`src/rtl/disp_scroll_buf_if.sv`:
```
// Message-write, commit/scroll control and digit-read bus of disp_scroll_buf.
// master drives writes, commits and digit requests; slave returns glyphs and step ticks.
interface disp_scroll_buf_if;
   logic        wr_en;
   logic [4:0]  wr_addr;
   logic [5:0]  wr_char;
   logic        commit;
   logic [5:0]  commit_len;
   logic        scroll_en;
   logic [3:0]  rd_digit;
   logic [13:0] rd_segm;
   logic        step_tick;

   modport master (
      output wr_en, wr_addr, wr_char, commit, commit_len, scroll_en, rd_digit,
      input  rd_segm, step_tick
   );

   modport slave (
      input  wr_en, wr_addr, wr_char, commit, commit_len, scroll_en, rd_digit,
      output rd_segm, step_tick
   );
endinterface

```
`src/rtl/disp_scroll_buf.sv`:
```
// Scrolling 14-segment message buffer: 32x6 message RAM, registered glyph lookup per scanned digit.
// Macro SCROLL_PINGPONG_EN: offset bounces between 0 and len-NDIG instead of wrapping modulo len.
module disp_scroll_buf #(
   parameter int unsigned SCROLL_DIV = 1000000,
   parameter int unsigned NDIG       = 12
) (
   input  logic             clk,
   input  logic             rst_n,
   disp_scroll_buf_if.slave bus
);

   localparam int unsigned      DIV_W    = $clog2(SCROLL_DIV);
   localparam logic [DIV_W-1:0] DIV_LAST = DIV_W'(SCROLL_DIV - 1);
   localparam logic [5:0]       NDIG_L   = 6'(NDIG);
   localparam logic [5:0]       MAX_LEN  = 6'd32;

   // Segment order, MSB first: a b c d e f g1 g2 h i j k l m
   function automatic logic [13:0] font14(input logic [5:0] code);
      logic [13:0] g;
      g = '0;
      case (code)
         6'h00: g = 14'b000000_00_000000; // space
         6'h01: g = 14'b111011_11_000000; // A
         6'h02: g = 14'b111100_01_010010; // B
         6'h03: g = 14'b100111_00_000000; // C
         6'h04: g = 14'b111100_00_010010; // D
         6'h05: g = 14'b100111_10_000000; // E
         6'h06: g = 14'b100011_10_000000; // F
         6'h07: g = 14'b101111_01_000000; // G
         6'h08: g = 14'b011011_11_000000; // H
         6'h09: g = 14'b100100_00_010010; // I
         6'h0A: g = 14'b011110_00_000000; // J
         6'h0B: g = 14'b000011_10_001001; // K
         6'h0C: g = 14'b000111_00_000000; // L
         6'h0D: g = 14'b011011_00_101000; // M
         6'h0E: g = 14'b011011_00_100001; // N
         6'h0F: g = 14'b111111_00_000000; // O
         6'h10: g = 14'b110011_11_000000; // P
         6'h11: g = 14'b111111_00_000001; // Q
         6'h12: g = 14'b110011_11_000001; // R
         6'h13: g = 14'b101101_11_000000; // S
         6'h14: g = 14'b100000_00_010010; // T
         6'h15: g = 14'b011111_00_000000; // U
         6'h16: g = 14'b000011_00_001100; // V
         6'h17: g = 14'b011011_00_000101; // W
         6'h18: g = 14'b000000_00_101101; // X
         6'h19: g = 14'b000000_00_101010; // Y
         6'h1A: g = 14'b100100_00_001100; // Z
         6'h1B: g = 14'b101010_11_000000; // N-tilde
         6'h1C: g = 14'b111111_00_001100; // 0
         6'h1D: g = 14'b011000_00_001000; // 1
         6'h1E: g = 14'b110110_11_000000; // 2
         6'h1F: g = 14'b111100_11_000000; // 3
         6'h20: g = 14'b011001_11_000000; // 4
         6'h21: g = 14'b100101_10_000001; // 5
         6'h22: g = 14'b101111_11_000000; // 6
         6'h23: g = 14'b111000_00_000000; // 7
         6'h24: g = 14'b111111_11_000000; // 8
         6'h25: g = 14'b111101_11_000000; // 9
         default: g = '0;
      endcase
      return g;
   endfunction

`ifdef SCROLL_PINGPONG_EN
   typedef enum logic {
      DIR_UP   = 1'b0,
      DIR_DOWN = 1'b1
   } dir_e;

   dir_e dir_q, dir_d;
`endif

   logic [5:0]       msg_q [32];
   logic [5:0]       len_q, len_d;
   logic [4:0]       offset_q, offset_d;
   logic [DIV_W-1:0] div_q, div_d;
   logic             tick_q, tick_d;
   logic [13:0]      segm_q, segm_d;

   logic [5:0]       digit;
   logic [5:0]       sum;
   logic [4:0]       idx;
   logic             blank;
   logic             scrolling;

   // RAM contents are never reset: len=0 blanks every digit until a commit.
   always_ff @(posedge clk) begin
      if (bus.wr_en) begin
         msg_q[bus.wr_addr] <= bus.wr_char;
      end
   end

   assign digit     = {2'b00, bus.rd_digit};
   assign sum       = {1'b0, offset_q} + digit;
   assign scrolling = (len_q > NDIG_L);

   // offset < len and digit < NDIG < len, so one conditional subtract wraps sum.
   always_comb begin
      idx = 5'(digit);
      if (scrolling) begin
         idx = (sum >= len_q) ? 5'(sum - len_q) : 5'(sum);
      end
      blank = (digit >= NDIG_L) || (len_q == 6'd0) || (digit >= len_q);
   end

   always_comb begin
      len_d    = len_q;
      offset_d = offset_q;
      div_d    = div_q;
      tick_d   = 1'b0;
      segm_d   = blank ? 14'b0 : font14(msg_q[idx]);
`ifdef SCROLL_PINGPONG_EN
      dir_d    = dir_q;
`endif
      if (bus.commit) begin
         len_d    = (bus.commit_len > MAX_LEN) ? MAX_LEN : bus.commit_len;
         offset_d = '0;
         div_d    = '0;
`ifdef SCROLL_PINGPONG_EN
         dir_d    = DIR_UP;
`endif
      end else if (bus.scroll_en && scrolling) begin
         if (div_q == DIV_LAST) begin
            div_d  = '0;
            tick_d = 1'b1;
`ifdef SCROLL_PINGPONG_EN
            // A reversal is itself a step, so the turn-around position is shown once.
            if (dir_q == DIR_UP) begin
               if ({1'b0, offset_q} == (len_q - NDIG_L)) begin
                  dir_d    = DIR_DOWN;
                  offset_d = offset_q - 5'd1;
               end else begin
                  offset_d = offset_q + 5'd1;
               end
            end else begin
               if (offset_q == 5'd0) begin
                  dir_d    = DIR_UP;
                  offset_d = offset_q + 5'd1;
               end else begin
                  offset_d = offset_q - 5'd1;
               end
            end
`else
            offset_d = ({1'b0, offset_q} == (len_q - 6'd1)) ? 5'd0 : offset_q + 5'd1;
`endif
         end else begin
            div_d = div_q + 1'b1;
         end
      end
   end

   always_ff @(posedge clk or negedge rst_n) begin
      if (!rst_n) begin
         len_q    <= '0;
         offset_q <= '0;
         div_q    <= '0;
         tick_q   <= 1'b0;
         segm_q   <= '0;
`ifdef SCROLL_PINGPONG_EN
         dir_q    <= DIR_UP;
`endif
      end else begin
         len_q    <= len_d;
         offset_q <= offset_d;
         div_q    <= div_d;
         tick_q   <= tick_d;
         segm_q   <= segm_d;
`ifdef SCROLL_PINGPONG_EN
         dir_q    <= dir_d;
`endif
      end
   end

   assign bus.rd_segm   = segm_q;
   assign bus.step_tick = tick_q;

endmodule

```
`src/flat_wrapper.sv`:
```
// flat-port wrapper written by rule: the top's interface ports become plain ports
module disp_scroll_buf_flat 
#(
   parameter int unsigned SCROLL_DIV = 1000000,
   parameter int unsigned NDIG       = 12
)
  (clk, rst_n, bus_wr_en, bus_wr_addr, bus_wr_char, bus_commit, bus_commit_len, bus_scroll_en, bus_rd_digit, bus_rd_segm, bus_step_tick);
  disp_scroll_buf_if bus_i ();
  input  logic clk;
  input  logic rst_n;
  input wire logic [$bits(bus_i.wr_en)-1:0] bus_wr_en;
  input wire logic [$bits(bus_i.wr_addr)-1:0] bus_wr_addr;
  input wire logic [$bits(bus_i.wr_char)-1:0] bus_wr_char;
  input wire logic [$bits(bus_i.commit)-1:0] bus_commit;
  input wire logic [$bits(bus_i.commit_len)-1:0] bus_commit_len;
  input wire logic [$bits(bus_i.scroll_en)-1:0] bus_scroll_en;
  input wire logic [$bits(bus_i.rd_digit)-1:0] bus_rd_digit;
  output wire logic [$bits(bus_i.rd_segm)-1:0] bus_rd_segm;
  output wire logic [$bits(bus_i.step_tick)-1:0] bus_step_tick;
  assign bus_i.wr_en = bus_wr_en;
  assign bus_i.wr_addr = bus_wr_addr;
  assign bus_i.wr_char = bus_wr_char;
  assign bus_i.commit = bus_commit;
  assign bus_i.commit_len = bus_commit_len;
  assign bus_i.scroll_en = bus_scroll_en;
  assign bus_i.rd_digit = bus_rd_digit;
  assign bus_rd_segm = bus_i.rd_segm;
  assign bus_step_tick = bus_i.step_tick;
  disp_scroll_buf #(.SCROLL_DIV(SCROLL_DIV), .NDIG(NDIG)) u_core (.clk(clk), .rst_n(rst_n), .bus(bus_i));
endmodule
```
`config.mk`:
```
export PLATFORM = sky130hd
export DESIGN_NAME = disp_scroll_buf_flat
export DESIGN_NICKNAME = d
export VERILOG_FILES = /design/src/rtl/disp_scroll_buf_if.sv /design/src/rtl/disp_scroll_buf.sv /design/src/flat_wrapper.sv
export SDC_FILE = /design/constraint.sdc
export NUM_CORES = 1
export LEC_CHECK = 0
export CORE_MARGIN = 10
export CORE_UTILIZATION = 45
export DETAILED_ROUTE_END_ITERATION = 6
export PLACE_DENSITY = 0.63
export SYNTH_ARGS = -nofsm -noshare
export SYNTH_HDL_FRONTEND = slang
export SYNTH_SLANG_ARGS = --single-unit
```
`constraint.sdc`:
```
create_clock -name clk -period 8.2 [get_ports clk]
set_input_delay 2.46 -clock clk [delete_from_list [all_inputs] [get_ports clk]]
set_output_delay 2.46 -clock clk [all_outputs]
set_load 0.02 [all_outputs]
```
; Word level (Yosys, flattened, before mapping)
; Memory sizes are Yosys's and may differ from the RTL's.
; Index checks and enable logic that the tools add are counted.
[totals]
register_bits = 46
mem_bits_rw = 192
romBits = 896
inputBits = 26
out_inout_bits = 15
elab_cells = 42
mem_count = 2
[classes]
n_addsub = 5
magnitude_cmp = 5
eq_ne = 2
muxes = 16
n_reduce_logical = 7
[mem_list]
columns = memory, words, width, rd, rd_ports_with_merged_regs, write_ports, line
row1 = (no name shown), 64, 14, 1, 0, 0, disp_scroll_buf.sv:21  ; case (code)
row2 = u_core.msg_q, 32, 6, 1, 0, 1, disp_scroll_buf.sv:74  ; logic [5:0] msg_q [32];
[ops]
columns = op, count
row1 = 20-bit two-way mux, 3
row2 = 5-bit two-way mux, 6
row3 = "20-bit by 1-bit adder with 20-bit output, second input constant", 1
row4 = "20-bit == test, second input constant", 1
row5 = 14-bit two-way mux, 1
row6 = 5-bit by 4-bit adder with 6-bit output, 1
row7 = 5-bit by 6-bit == test with 1-bit output, 1
row8 = 4-bit by 6-bit greater-or-equal comparator with 1-bit output, 1
row9 = 6-bit greater-or-equal comparator, 1
row10 = "6-bit by 4-bit greater-than comparator with 1-bit output, second input constant", 1
row11 = "6-bit greater-than comparator, second input constant", 1
row12 = 6-bit zero test, 1
row13 = 6-bit two-way mux, 1
row14 = "6-bit by 1-bit subtractor with 6-bit output, second input constant", 1
row15 = "5-bit by 1-bit adder with 5-bit output, second input constant", 1
row16 = 1-bit two-way mux, 5
row17 = 5-bit subtractor, 1
row18 = "4-bit greater-or-equal comparator, second input constant", 1
row19 = 2-bit nonzero test, 2
row20 = 1-bit logical OR, 2
row21 = 2-bit AND reduction, 1
row22 = 1-bit logical AND, 1

; Logic depth before layout (Yosys ltp)
; Gate-level depths: netlist (run 1).
; An unclocked memory read counts as a cell.
[logic_depth]
ltp_word = 7
mapped_depth = 24
mapped_depth_nobuf = 21

; Least setup slack after synthesis (run 1)
; OpenSTA, ideal clock, no wires.
[synth_timing]
path_kind = input port to flip-flop
startpoint = input port bus_rd_digit[0]
endpoint = register u_core.segm_q[12] (netlist: u_core.bus.rd_segm[12])
setup_time_ns = 0.101
arrival_time_ns = 6.973
required_time_ns = 8.099
path_slack_ns = 1.126
path_stages = 21
path_buffers = 3
cell_sequence = ha_1 -> fa_1 -> a21o_1 -> a21oi_1 -> xnor2_1 -> ha_1 -> a2111oi_4 -> o21ai_2 -> and4_4 -> nor2_4 -> buf_2 -> buf_2 -> mux2i_1 -> o22a_1 -> nand4_2 -> ha_1 -> clkbuf_1 -> nor2b_1 -> or2_0 -> mux2_2 -> o311ai_2
[synth_via]
elab_chain_len = 7
word_cells_on_any_way = 12
classes_between = 2 x add/sub / 3 x order compare / 3 x mux / 2 x reduce/logical / 2 x memory
[synth_lines]
columns = item, line
row1 = "start, declared", flat_wrapper.sv:17  ; input wire logic [$bits(bus_i.rd_digit)-1:0] bus_rd_digit;
row2 = 5-bit by 4-bit adder with 6-bit output, disp_scroll_buf.sv:95  ; assign sum = {1'b0, offset_q} + digit;
row3 = 5-bit subtractor / 6-bit greater-or-equal comparator (equally long branches), disp_scroll_buf.sv:102  ; idx = (sum >= len_q) ? 5'(sum - len_q) : 5'(sum);
row4 = 5-bit two-way mux, disp_scroll_buf.sv:102
row5 = 5-bit two-way mux, disp_scroll_buf.sv:101  ; if (scrolling) begin
row6 = memory 32 x 6 bit, n/a
row7 = memory 64 x 14 bit, n/a
row8 = 14-bit two-way mux (*), disp_scroll_buf.sv:112  ; segm_d = blank ? 14'b0 : font14(msg_q[idx]);
row9 = named net u_core.segm_d[12], disp_scroll_buf.sv:79  ; logic [13:0] segm_q, segm_d;
row10 = "end signal, assigned", disp_scroll_buf.sv:168  ; segm_q <= segm_d;
row11 = "end, declared", disp_scroll_buf.sv:79
; The timed path passes the listed nets; every way through them passes the cells marked *.
; A chain may end at the register's enable or synchronous reset.

; Worst setup path in the final report (run 1)
[layout_timing]
startpoint = input port bus_rd_digit[0]
endpoint = register u_core.segm_q[13] (netlist: u_core.bus.rd_segm[13])
; The elaborated chain is that of the path after synthesis.

==> reports/results.tsv, run 1 <==
stage	metric	value	unit
grt	Total GRT Usage	15.95	%
routing	WL per Instance	20.57	um
clock_network	post-cts resize count	0	
place	Area after DPL	12590	sq um
clock_network	Post-CTS Setup Bufs	0	
worst_setup_path	CP Data Arrival Time	7.90	ns
synth	Post-Synth Simple-Gate Area	11.87	%
cells_and_area	Area growth syn-to-layout	14.01	%
synth	sequential element share of the synthesized area	58.40	%
place	Placed Cells	1273	
cells_and_area	# fillers	2224	
worst_setup_path	worst endpoint required time	8.61	ns
cells_and_area	fin cells	1321	
worst_setup_path	nature of the critical path startpoint	input port	
run_status	outcome	complete, no violations	
grt	initial antenna violation count	0	
timing	RSZ-0062 raised after global routing	false	
floorplan	initial core utilization	45.58	%
synth	Most used DFF post-synth	edfxtp_1	
clock_network	clock buffer depth	3	
synth	Cells after Synth	910	
clock_network	TritonCTS sink count	238	
grt	vias in the first global route	7316	
synth	Yosys cell types	98	
floorplan	I/O Pins	41	
synth	Syn Nets	965	
routing	number of DRC markers in iteration 0	746	
worst_setup_path	r2r setup slk	2.64	ns
cells_and_area	share of cells above drive strength 1	13.79	%
place	GPL Wtd Cong	0.8674	
floorplan	Core Area	25980	sq um
worst_setup_path	max incr delay on CP	0.55	ns
cells_and_area	final instance area	13500	sq um
synth	Yosys Warn Count	0	
floorplan	Die X	182.2	um
synth	top cell type by total area after synthesis	edfxtp_1	
clock_network	TritonCTS clock tree	done	
routing	drt drc	0	
routing	drt first pass iters	5	
synth	top-area cell type share of the netlist area	48.68	%
cells_and_area	final net count	1021	
power_and_ir_drop	leakage	4.976	nW
timing	Slew @ Worst Pin	1.266	ns
timing	min cycle time layout	7.484	ns
routing	routed wire length	27.17	mm
worst_setup_path	worst-path cell with the longest stage delay	nor4_2	
timing	Final Setup Violations	0	
clock_network	clk_lat worst skew	0.55	ns
synth	Mapped Area	11840	sq um
min_path	Min-Delay Path Class	reg2reg	
timing	slew margin rel.	15.33	%
power_and_ir_drop	worst vdd rail ir drop	0.0001779	V
grt	grt ovf	0	
power_and_ir_drop	PwrDens	260.4	nW/um^2
worst_setup_path	Crit path max-delay family	compound AO/OA/AOI/OAI gates	
synth	adder-cell area share of the yosys netlist	3.190	%
grt	first-pass GRT wire length	42.33	mm
worst_setup_path	CP Max Fanout	16	
clock_network	clock buffer count from CTS	26	
place	PortBufs	40	
worst_setup_path	worst path cell trace	clkdlybuf4s50_1 > ha_1 > fa_1 > a21o_1 > a21oi_1 > xnor2_1 > ha_1 > a2111oi_4 > o21ai_2 > a32oi_2 > o21a_2 > mux2_2 > o22ai_1 > nor4_2 > inv_1 > ha_1 > inv_1 > nor2_1 > or3b_1 > a21oi_1 > a21oi_1	
timing	period utilisation layout	91.27	%
timing	Fin Clk Skew	0.01798	ns
timing	fmax	0.1336	GHz
timing	Final Hold Fails	0	
clock_network	CTS Hold Bufs	0	
cells_and_area	commonest non-fill, non-tap cell in the layout	edfxtp_1	
grt	largest net degree at the start of global routing	47	
synth	Synth Area in XOR/XNOR	1.923	%
clock_network	clock-pin slew on the worst setup and hold paths	0.06	ns
routing	Via Count	7419	
worst_setup_path	Setup CP Type	in2reg	
synth	largest family of logic cells by synthesized area	multiplexers	
routing	Via density	5.616	
synth	post-synthesis compound-gate area fraction	9.275	%
synth	Post-synth EDFFs	192	
worst_setup_path	Buf/Inv on CP	3	
cells_and_area	commonest cells after routing, fill and taps aside	192 x edfxtp_1, 106 x mux2i_1, 87 x nor2_1	
power_and_ir_drop	total power	3.516	mW
clock_network	H-Tree Depth	1	
cells_and_area	Final Util	51.96	%
synth	Synth area leaders	edfxtp_1 49%, dfrtp_1 9.7%, mux2i_1 9.0%, ha_1 2.9%, nor2_1 2.8%	
synth	ys async rst share	19.33	%
worst_setup_path	kind of end point of the critical path	flop	
synth	Avg Cell Area, Syn	13.02	sq um
clock_network	Root Driver	clkbuf_16	
synth	multiplexer area fraction after synthesis	11.96	%
timing	Setup TNS	0	ns
job	Max-Cap Viols	0	
floorplan	die footprint	33210	sq um
synth	Yosys reg bits	238	
routing	Post-DRT Antenna Nets	0	
floorplan	die height	182.2	um
place	HPWL Detailed	18.24	mm
cells_and_area	n_diodes	0	
timing	Final Max Tran Viols	0	
floorplan	Rows	59	
[per-layer routing]
| layer | up-vias | track usage (%) | routed length [um] |
|---|---|---|---|
| li1 | 3516 | - | - |
| met1 | 3618 | 22.33 | 12570 |
| met2 | 229 | 24.38 | 12230 |
| met3 | 56 | 3.046 | 1627 |
| met4 | 0 | 5.174 | 746 |
| met5 | - | 0 | 0 |
[Yosys cell counts (9+ instances only)]
| master | n |
|---|---|
| inv_1 | 25 |
| dfrtp_1 | 46 |
| a21oi_1 | 33 |
| nand4_1 | 15 |
| buf_6 | 15 |
| nand3_1 | 32 |
| xor2_1 | 18 |
| o211ai_1 | 9 |
| edfxtp_1 | 192 |
| nor3_1 | 11 |
| mux2_2 | 22 |
| o22ai_1 | 12 |
| nand2_1 | 57 |
| nand3b_1 | 11 |
| o21ai_0 | 21 |
| mux2i_1 | 106 |
| nor2_1 | 87 |
| ha_1 | 27 |
[kinds of logic (layout without fill, tap and decap cells)]
| group | Yosys count | in the layout |
|---|---|---|
| buffers and inverters | 66 | 142 |
| muxes | 136 | 136 |
| DFF | 238 | 238 |
| xor gates and xnor gates | 26 | 26 |
| adders and majority gates | 29 | 29 |
| and+or+nand+nor | 271 | 271 |
| AOI/OAI and AO/OA | 144 | 144 |
[stage by stage]
step / setup slack, ns / hold slack (ns)
3_5_place_dp: 0.2413 / 0.5308
2_1_floorplan: 1.126 / 0.4973
4_1_cts: 0.7953 / 0.5505
3_3_place_gp: 0.3014 / 0.5244
6_report: 0.7158 / 0.5388
5_1_grt: 0.3690 / 0.5703
[worst min-delay path, cell delays in order, from the launching register on]
cell     delay [ns]
dfrtp_1        0.35
xor2_1         0.07
nor2_1         0.07
[registers in the layout, indices dropped and copies added (netlist names)]
signal	cells
u_core.msg_q	192
u_core.bus.rd_segm	14
u_core.bus.step_tick	1
u_core.len_q	6
u_core.div_q	20
u_core.offset_q	5
[path summary, 6_finish.rpt]
kind,from,to,cells past startpoint
worst max-delay path,bus_rd_digit[0],u_core.bus.rd_segm[13]$_DFF_PN0_,21
worst min-delay path,u_core.div_q[5]$_DFFE_PN0P_,u_core.div_q[5]$_DFFE_PN0P_,2
worst max register to register,u_core.offset_q[0]$_DFFE_PN0P_,u_core.bus.rd_segm[13]$_DFF_PN0_,20
worst min register to register,u_core.div_q[5]$_DFFE_PN0P_,u_core.div_q[5]$_DFFE_PN0P_,2
max in group asynchronous,rst_n,u_core.bus.rd_segm[3]$_DFF_PN0_,1
min in group asynchronous,rst_n,u_core.offset_q[2]$_DFFE_PN0P_,1
[report_power, final]
group	switching [mW]	internal [mW]
Clock	0.488	0.744
Sequential	0.0119	1.34
Combinational	0.547	0.381
[final cells by class]
class	count	area, sq um	share of cell area, %
clock buffers	29	661.9	4.902
clock inverters	19	254.0	1.881
inverters	27	101.3	0.7506
multi-input cells	606	4527	33.52
flip-flops and latches	238	6917	51.22
well taps	335	419.2	3.104
repair buffers	67	623.1	4.615
Note: power is estimated with default switching activity, not from simulation.
==> run 2, diff against run 1 <==
Settings changed: PLACE_DENSITY 0.63 to not set, PLACE_DENSITY_LB_ADDON set to 0.12.
==> run 2 against run 1 <==
Net effect:
- via count decreased by 0.28%
- worst hold slack gained 0.0049 ns
- sequential cell count unchanged
==> reports/results.tsv, run 2 (same netlist as run 1, synthesis figures left out) <==
stage	metric	value	unit	change
grt	largest net degree at the start of global routing	47		unchanged
clock_network	clock-pin slew on the worst setup and hold paths	0.06	ns	about the same
routing	Via Count	7398		-0.28%
place	GPL Wtd Cong	0.8955		+3.2%
routing	WL per Instance	20.62	um	+0.25%
timing	Final Max Tran Viols	0		unchanged
cells_and_area	n_diodes	0		unchanged
timing	slew margin rel.	18.11	%	+2.8 points
cells_and_area	final net count	1022		+0.098%
clock_network	Post-CTS Setup Bufs	0		unchanged
timing	Setup TNS	0	ns	unchanged
clock_network	clk_lat worst skew	0.54	ns	about the same
routing	drt drc	0		unchanged
timing	RSZ-0062 raised after global routing	false		
worst_setup_path	CP Max Fanout	14		-2
worst_setup_path	worst endpoint required time	8.61	ns	about the same
cells_and_area	final instance area	13560	sq um	+0.42%
power_and_ir_drop	worst vdd rail ir drop	0.0002787	V	+57%
floorplan	initial core utilization	45.58	%	unchanged
timing	Final Hold Fails	0		unchanged
clock_network	TritonCTS clock tree	done		
timing	period utilisation layout	90.84	%	-0.43 points
clock_network	TritonCTS sink count	238		unchanged
place	PortBufs	40		unchanged
cells_and_area	# fillers	2221		-0.13%
cells_and_area	multi-input logic area	4527	sq um	unchanged
clock_network	post-cts resize count	0		unchanged
worst_setup_path	Setup CP Type	in2reg		
grt	grt ovf	0		unchanged
routing	Via density	5.592		-0.43%
routing	drt first pass iters	6		+1
floorplan	die footprint	33210	sq um	unchanged
timing	final worst slack	0.7510	ns	+0.03518 ns
clock_network	clock buffer depth	3		unchanged
grt	first-pass GRT wire length	43.24	mm	+2.2%
timing	Final Setup Violations	0		unchanged
cells_and_area	register area	6917	sq um	unchanged
floorplan	Core Area	25980	sq um	unchanged
timing	fmax	0.1342	GHz	+0.47%
grt	vias in the first global route	7458		+1.9%
place	Area after DPL	12650	sq um	+0.50%
floorplan	I/O Pins	41		unchanged
min_path	Min-Delay Path Class	reg2reg		
place	Placed Cells	1273		unchanged
timing	min cycle time layout	7.449	ns	-0.03518 ns
floorplan	Die X	182.2	um	unchanged
routing	number of DRC markers in iteration 0	683		-8.4%
cells_and_area	Top reg by flops	u_core.msg_q		
worst_setup_path	nature of the critical path startpoint	input port		
power_and_ir_drop	total power	3.508	mW	-0.21%
place	HPWL Detailed	18.57	mm	+1.8%
routing	Post-DRT Antenna Nets	0		unchanged
cells_and_area	fin cells	1323		+0.15%
clock_network	H-Tree Depth	1		unchanged
power_and_ir_drop	PwrDens	258.7	nW/um^2	-0.63%
run_status	outcome	complete, no violations		
floorplan	Rows	59		unchanged
cells_and_area	number of flip-flops in the largest register	192		unchanged
clock_network	Root Driver	clkbuf_16		
worst_setup_path	CP Data Arrival Time	7.86	ns	-0.04 ns
grt	Total GRT Usage	16.26	%	+0.32 points
cells_and_area	commonest non-fill, non-tap cell in the layout	edfxtp_1		
grt	initial antenna violation count	0		unchanged
timing	Slew @ Worst Pin	1.224	ns	-0.04163 ns
place	post-placement setup slack	0.2869	ns	+0.04559 ns
cells_and_area	Area growth syn-to-layout	14.48	%	
worst_setup_path	kind of end point of the critical path	flop		
clock_network	CTS Hold Bufs	0		unchanged
timing	Hold WS	0.5437	ns	+0.004927 ns
floorplan	die height	182.2	um	unchanged
cells_and_area	commonest cells after routing, fill and taps aside	192 x edfxtp_1, 106 x mux2i_1, 87 x nor2_1		
job	Max-Cap Viols	0		unchanged
timing	Fin Clk Skew	0.01349	ns	-0.004484 ns
cells_and_area	share of cells above drive strength 1	13.97	%	+0.17 points
cells_and_area	Final Util	52.18	%	+0.22 points
clock_network	clock buffer count from CTS	27		+3.8%
power_and_ir_drop	leakage	5.005	nW	+0.58%
routing	routed wire length	27.28	mm	+0.40%
-- run 2: changes by cell type in the layout (fill, tap and decap cells not counted), moves of 2 or more --
cell | previous run | this run
buf_12 | 2 | 7
buf_4 | 25 | 20
clkinv_2 | 3 | 6
clkbuf_1 | 3 | 1
clkinv_1 | 5 | 7
-- run 2: area by class of cell --
| type | count | share of cell area (%) |
|---|---|---|
| clock inverters | 22 | 1.698 |
| inverters | 27 | 0.7474 |
| flip-flops and latches | 238 | 51.01 |
| repair buffers | 67 | 5.057 |
| multi-input cells | 606 | 33.39 |
| well taps | 335 | 3.091 |
| clock buffers | 28 | 5.011 |
-- run 2: power by group --
part           internal, mW  switching, mW
clock network         0.732          0.482
registers              1.34         0.0118
logic                 0.393          0.546
-- run 2: routing by layer --
| layer | part of all wire [%] | global-route usage [%] |
|---|---|---|
| met1 | 47 | 22.35 |
| met2 | 47 | 26.23 |
| met3 | 4.5 | 2.572 |
| met4 | 2.4 | 4.263 |
| met5 | 0 | 0 |
-- run 2: final timing paths --
check	from	end	slack [ns]	cells past startpoint
min in group asynchronous	rst_n	u_core.offset_q[1]$_DFFE_PN0P_	2.01	2
hold reg to reg	u_core.div_q[5]$_DFFE_PN0P_	u_core.div_q[5]$_DFFE_PN0P_	0.54	2
hold / removal	u_core.div_q[5]$_DFFE_PN0P_	u_core.div_q[5]$_DFFE_PN0P_	0.54	2
setup reg to reg	u_core.offset_q[0]$_DFFE_PN0P_	u_core.bus.rd_segm[13]$_DFF_PN0_	2.69	23
max in group asynchronous	rst_n	u_core.bus.rd_segm[3]$_DFF_PN0_	5.77	2
setup / recovery	bus_rd_digit[0]	u_core.bus.rd_segm[13]$_DFF_PN0_	0.75	24
-- run 2: critical path, cell delays in order --
cell and delay, ns:
clkdlybuf4s50_1 0.47, ha_1 0.24, fa_1 0.40, a21o_1 0.17, a21oi_1 0.17, xnor2_1 0.19, ha_1 0.31, o21ai_1 0.12
o21ba_2 0.26, o211ai_4 0.31, nand3_4 0.28, buf_12 0.25, mux2i_1 0.16, mux2_2 0.17, o22ai_1 0.12, nor4_2 0.31
buf_4 0.26, inv_1 0.12, ha_1 0.29, inv_1 0.15, nor2_1 0.06, or3b_1 0.35, a21oi_1 0.14, a21oi_1 0.08
==> variant 1, RTL diff (config.mk and constraints of run 2) <==
One comparison of `div_q` changes from == to >=.
--- a/src/rtl/disp_scroll_buf.sv
+++ b/src/rtl/disp_scroll_buf.sv
@@ -121,7 +121,7 @@
          dir_d    = DIR_UP;
 `endif
       end else if (bus.scroll_en && scrolling) begin
-         if (div_q == DIV_LAST) begin
+         if (div_q >= DIV_LAST) begin
             div_d  = '0;
             tick_d = 1'b1;
 `ifdef SCROLL_PINGPONG_EN
Function: no difference found for any inputs over 4 cycles, from zero or initial values and one cycle with rst_n low; that may be too few to reach the edited logic, so the function may still have changed.
==> variant 1 against run 2 <==
  * Count of clock-buffer cells in the layout unchanged
  * Largest cell class unchanged
  * Final area increased by 1.8%
  * Synthesized area decreased by 0.30%
  * Setup slack got worse by 0.23 ns
  * Clock power increased by 5%
  * Sequential cell count unchanged
  * Total power increased by 8.4%
  * Global-route usage increased by 2.7 points
  * Via count increased by 14%
  * Routed wire length increased by 18%
==> variant 1: results (changes against run 2) <==
{| class="wikitable"
! Metric !! Value
|-
| Max-Slew Margin vs Limit || 0.162 (was 0.181)
|-
| Placed Instance Area || 0.0129 mm^2 (was 0.0126 mm^2)
|-
| Slowest stage cell, crit path || sky130_fd_sc_hd__mux4_2 (was sky130_fd_sc_hd__clkdlybuf4s50_1)
|-
| Peak fanout along the critical path || 18 (was 14)
|-
| Via count of the first global-routing pass || 8348 (was 7458)
|-
| GR Layer Usage met3 || 0.0278 (was 0.0257)
|-
| Post-placement setup slack || 0.0220 ns (was 0.287 ns)
|-
| Number of nets in the layout || 1112 (was 1022)
|-
| Cells after DPL || 1363 (was 1273)
|-
| Portion of the layout cell area used by clock cells || 0.0680 (was 0.0671)
|-
| Summed area of non-filler cells in the final layout || 0.0138 mm^2 (was 0.0136 mm^2)
|-
| Drt initial violations || 944 (was 683)
|-
| Fraction of final layout cells with drive strength greater than 1 || 0.136 (was 0.140)
|-
| Routed length on met1 || 14400 um (was 12700 um)
|-
| Critical Path Max Stage Delay || 0.49 ns (was 0.47 ns)
|-
| Result of the run || finished, final reports clean (unchanged)
|-
| Fraction of the yosys area taken by sequential cells || 0.586 (was 0.584)
|-
| Met2 track demand over resource in global routing || 0.306 (was 0.262)
|-
| Worst voltage drop across the vdd grid || 0.188 mV (was 0.279 mV)
|-
| Net count of the mapped netlist || 1035 (was 965)
|-
| Half-perimeter wire length of the detailed placement result || 22000 um (was 18600 um)
|-
| Die Wd || 182 um (about the same)
|-
| Main area contributors after synthesis || sky130_fd_sc_hd__edfxtp_1 49%, sky130_fd_sc_hd__dfrtp_1 9.7%, sky130_fd_sc_hd__mux2i_1 3.7%, sky130_fd_sc_hd__nand2_1 3.2%, sky130_fd_sc_hd__ha_1 2.9% (was sky130_fd_sc_hd__edfxtp_1 49%, sky130_fd_sc_hd__dfrtp_1 9.7%, sky130_fd_sc_hd__mux2i_1 9.0%, sky130_fd_sc_hd__ha_1 2.9%, sky130_fd_sc_hd__nor2_1 2.8%)
|-
| Static Leak || 0.00506 uW (was 0.00500 uW)
|-
| Number of vias after detailed routing || 8436 (was 7398)
|-
| Overall fraction of global-route tracks in use || 0.189 (was 0.163)
|-
| Final estimated routing congestion in global placement || 0.891 (was 0.896)
|-
| Antenna violations before repair || 1 (was 0)
|-
| Multi-input gates || 668 (was 606)
|}
==> variant 1: cell count changes after synthesis, moves of 16 or more <==
| cell | change |
|---|---|
| sky130_fd_sc_hd__a211oi_1 | +30 |
| sky130_fd_sc_hd__mux2_2 | -16 |
| sky130_fd_sc_hd__mux2i_1 | -62 |
| sky130_fd_sc_hd__and3_1 | +25 |
| sky130_fd_sc_hd__nand2_1 | +43 |
| sky130_fd_sc_hd__a311oi_1 | +17 |
==> variant 1: worst register-to-register path, stage by stage (launching register included) <==
cell and delay (ns):
sky130_fd_sc_hd__dfrtp_1 0.49, sky130_fd_sc_hd__ha_1 0.25, sky130_fd_sc_hd__fa_1 0.40, sky130_fd_sc_hd__a21o_1 0.18, sky130_fd_sc_hd__a21oi_1 0.16, sky130_fd_sc_hd__xnor2_1 0.11
sky130_fd_sc_hd__ha_1 0.37, sky130_fd_sc_hd__nand4_1 0.22, sky130_fd_sc_hd__o221a_2 0.33, sky130_fd_sc_hd__nand3_1 0.18, sky130_fd_sc_hd__nand2_4 0.17, sky130_fd_sc_hd__buf_12 0.21
sky130_fd_sc_hd__mux2i_1 0.17, sky130_fd_sc_hd__mux4_2 0.49, sky130_fd_sc_hd__a22oi_1 0.43, sky130_fd_sc_hd__o41ai_4 0.19, sky130_fd_sc_hd__ha_1 0.37, sky130_fd_sc_hd__inv_1 0.07
sky130_fd_sc_hd__buf_4 0.15, sky130_fd_sc_hd__nor3_1 0.41, sky130_fd_sc_hd__a21oi_1 0.08, sky130_fd_sc_hd__o211ai_1 0.22, sky130_fd_sc_hd__a21boi_1 0.09
==> variant 1: final timing paths <==
path                       slack, ns  depth (start not counted)                               end                      startpoint
min in group asynchronous       1.99                          2       u_core.len_q[4]$_DFFE_PN0P_                           rst_n
hold reg to reg                 0.51                          2       u_core.div_q[1]$_DFFE_PN0P_     u_core.div_q[1]$_DFFE_PN0P_
setup / recovery                0.52                         23   u_core.bus.rd_segm[8]$_DFF_PN0_                 bus_rd_digit[0]
max in group asynchronous       5.78                          2  u_core.bus.rd_segm[10]$_DFF_PN0_                           rst_n
hold / removal                  0.51                          2       u_core.div_q[1]$_DFFE_PN0P_     u_core.div_q[1]$_DFFE_PN0P_
setup reg to reg                2.33                         22   u_core.bus.rd_segm[8]$_DFF_PN0_  u_core.offset_q[0]$_DFFE_PN0P_
==> variant 1: cell families after synthesis <==
kind of cell             share of synthesized area
AO/OA/AOI/OAI                                0.151
XOR/XNOR                                    0.0156
adder cells (fa/ha/maj)                     0.0320
buffers and inverters                       0.0314
flip-flops                                   0.586
multiplexers                                0.0487
AND/OR/NAND/NOR                              0.136
==> variant 1: power by group <==
part | switching [uW] | internal [uW]
Sequential | 12.9 | 1340
Combinational | 724 | 457
Clock | 501 | 764
Total | 1240 | 2560
==> variant 2, RTL diff (config.mk and constraints of run 2) <==
Without the edit above. `SCROLL_DIV` is set to 1000000 in 2 places; all go to 4000000.
--- a/src/rtl/disp_scroll_buf.sv
+++ b/src/rtl/disp_scroll_buf.sv
@@ -1,7 +1,7 @@
 // Scrolling 14-segment message buffer: 32x6 message RAM, registered glyph lookup per scanned digit.
 // Macro SCROLL_PINGPONG_EN: offset bounces between 0 and len-NDIG instead of wrapping modulo len.
 module disp_scroll_buf #(
-   parameter int unsigned SCROLL_DIV = 1000000,
+   parameter int unsigned SCROLL_DIV = 4000000,
    parameter int unsigned NDIG       = 12
 ) (
    input  logic             clk,
--- a/src/flat_wrapper.sv
+++ b/src/flat_wrapper.sv
@@ -1,7 +1,7 @@
 // flat-port wrapper written by rule: the top's interface ports become plain ports
 module disp_scroll_buf_flat 
 #(
-   parameter int unsigned SCROLL_DIV = 1000000,
+   parameter int unsigned SCROLL_DIV = 4000000,
    parameter int unsigned NDIG       = 12
 )
   (clk, rst_n, bus_wr_en, bus_wr_addr, bus_wr_char, bus_commit, bus_commit_len, bus_scroll_en, bus_rd_digit, bus_rd_segm, bus_step_tick);
Function: no difference found for any inputs over 4 cycles, from zero or initial values and one cycle with rst_n low; that may be too few to reach the edited logic, so the function may still have changed.
==> variant 2 against run 2 <==
  * Register-to-register slack lost 0.03 ns
  * Setup slack better by 0.079 ns
  * Synthesized area increased by 0.27%
  * First-iteration DRC count is 41% higher
  * Synthesized cell count rose by 9.2%
  * Routed wire length increased by 14%
  * Final area is 0.23% lower
  * Maximum frequency rose by 1.1%
  * Sequential cell count up 2
  * Total power grew 3.0%
==> variant 2: results (changes against run 2) <==
{| class="wikitable"
! Metric !! Value
|-
| Multi-input combinational area share || 0.330 (was 0.334)
|-
| Routed length on met1 || 14000 um (was 12700 um)
|-
| Worst flop-to-flop path endpoint || u_core.bus.rd_segm[7]$_DFF_PN0_ (was u_core.bus.rd_segm[13]$_DFF_PN0_)
|-
| Post-synthesis share of cell area spent on xor and xnor gates || 0.0177 (was 0.0192)
|-
| Number of cells in the finished layout apart from fillers || 1402 (was 1323)
|-
| GR Layer Usage met3 || 0.0309 (was 0.0257)
|-
| Data arrival time at the worst-slack endpoint || 7.81 ns (was 7.86 ns)
|-
| Worst voltage drop across the vdd grid || 0.198 mV (was 0.279 mV)
|-
| Layout filler cell count || 2326 (was 2221)
|-
| Number of nets in the layout || 1103 (was 1022)
|-
| Post-layout utilization of the core || 0.521 (was 0.522)
|-
| Non-clock buffer share || 0.0549 (was 0.0506)
|-
| Sinks on Clock Net || 240 (was 238)
|-
| Via count of the first global-routing pass || 8122 (was 7458)
|-
| Routed wl met2 || 14300 um (was 12700 um)
|-
| Seq pwr share || 0.379 (was 0.386)
|-
| Area share of fa/ha/maj cells after synthesis || 0.0318 (was 0.0319)
|-
| Detailed-routing iteration count for the pre-antenna-repair pass || 7 (was 6)
|-
| Critical Path Max Stage Delay || 0.58 ns (was 0.47 ns)
|-
| Cells after DPL || 1354 (was 1273)
|-
| Post-synthesis cell area || 0.0119 mm^2 (was 0.0118 mm^2)
|-
| Final routed wire length divided by cell count || 22.2 um (was 20.6 um)
|-
| Max-Slew Margin vs Limit || 0.208 (was 0.181)
|-
| Result of the run || finished, final reports clean (unchanged)
|-
| Net count of the mapped netlist || 1049 (was 965)
|-
| Max Clock Skew || 0.0199 ns (was 0.0135 ns)
|-
| Total power per unit cell area || 267 mW/mm^2 (was 259 mW/mm^2)
|-
| Global-route wire length before repair || 48700 um (was 43200 um)
|-
| Static Leak || 0.00492 uW (was 0.00500 uW)
|-
| Portion of the clock cycle consumed by the worst path in the final layout || 0.899 (was 0.908)
|-
| Reg-to-reg setup timing slack || 2.66 ns (was 2.69 ns)
|-
| Most used standard cells in the synthesized netlist || 192 x sky130_fd_sc_hd__edfxtp_1, 123 x sky130_fd_sc_hd__nand2_1, 72 x sky130_fd_sc_hd__nor2_1 (was 192 x sky130_fd_sc_hd__edfxtp_1, 106 x sky130_fd_sc_hd__mux2i_1, 87 x sky130_fd_sc_hd__nor2_1)
|-
| Placed Instance Area || 0.0127 mm^2 (was 0.0126 mm^2)
|-
| Fraction of the yosys area taken by sequential cells || 0.587 (was 0.584)
|-
| Power dissipated in combinational cells || 1080 uW (was 939 uW)
|}
-- variant 2: worst reg2reg max path: stages (launching register included) --
cell and delay [ns]:
sky130_fd_sc_hd__dfrtp_1 0.47, sky130_fd_sc_hd__ha_1 0.23, sky130_fd_sc_hd__fa_1 0.39, sky130_fd_sc_hd__a21o_1 0.17, sky130_fd_sc_hd__a21oi_1 0.16, sky130_fd_sc_hd__xnor2_1 0.15, sky130_fd_sc_hd__ha_1 0.31, sky130_fd_sc_hd__o21ai_0 0.23
sky130_fd_sc_hd__a221oi_1 0.11, sky130_fd_sc_hd__a22oi_1 0.25, sky130_fd_sc_hd__nand2_1 0.38, sky130_fd_sc_hd__buf_12 0.31, sky130_fd_sc_hd__a2111oi_0 0.60, sky130_fd_sc_hd__a41oi_1 0.10, sky130_fd_sc_hd__nand3_1 0.21, sky130_fd_sc_hd__and4_1 0.46
sky130_fd_sc_hd__o2111ai_2 0.33, sky130_fd_sc_hd__o21a_1 0.29, sky130_fd_sc_hd__a311oi_1 0.26
-- variant 2: worst min path at each step --
| stage | from | to | cells after the start |
|---|---|---|---|
| floorplan | u_core.div_q[16]$_DFFE_PN0P_ | u_core.div_q[16]$_DFFE_PN0P_ | 1 |
| global placement | u_core.div_q[21]$_DFFE_PN0P_ | u_core.div_q[21]$_DFFE_PN0P_ | 2 |
| detailed placement | u_core.div_q[16]$_DFFE_PN0P_ | u_core.div_q[16]$_DFFE_PN0P_ | 1 |
| CTS | u_core.div_q[16]$_DFFE_PN0P_ | u_core.div_q[16]$_DFFE_PN0P_ | 1 |
| global route | u_core.div_q[16]$_DFFE_PN0P_ | u_core.div_q[16]$_DFFE_PN0P_ | 1 |
| finish | u_core.div_q[21]$_DFFE_PN0P_ | u_core.div_q[21]$_DFFE_PN0P_ | 2 |
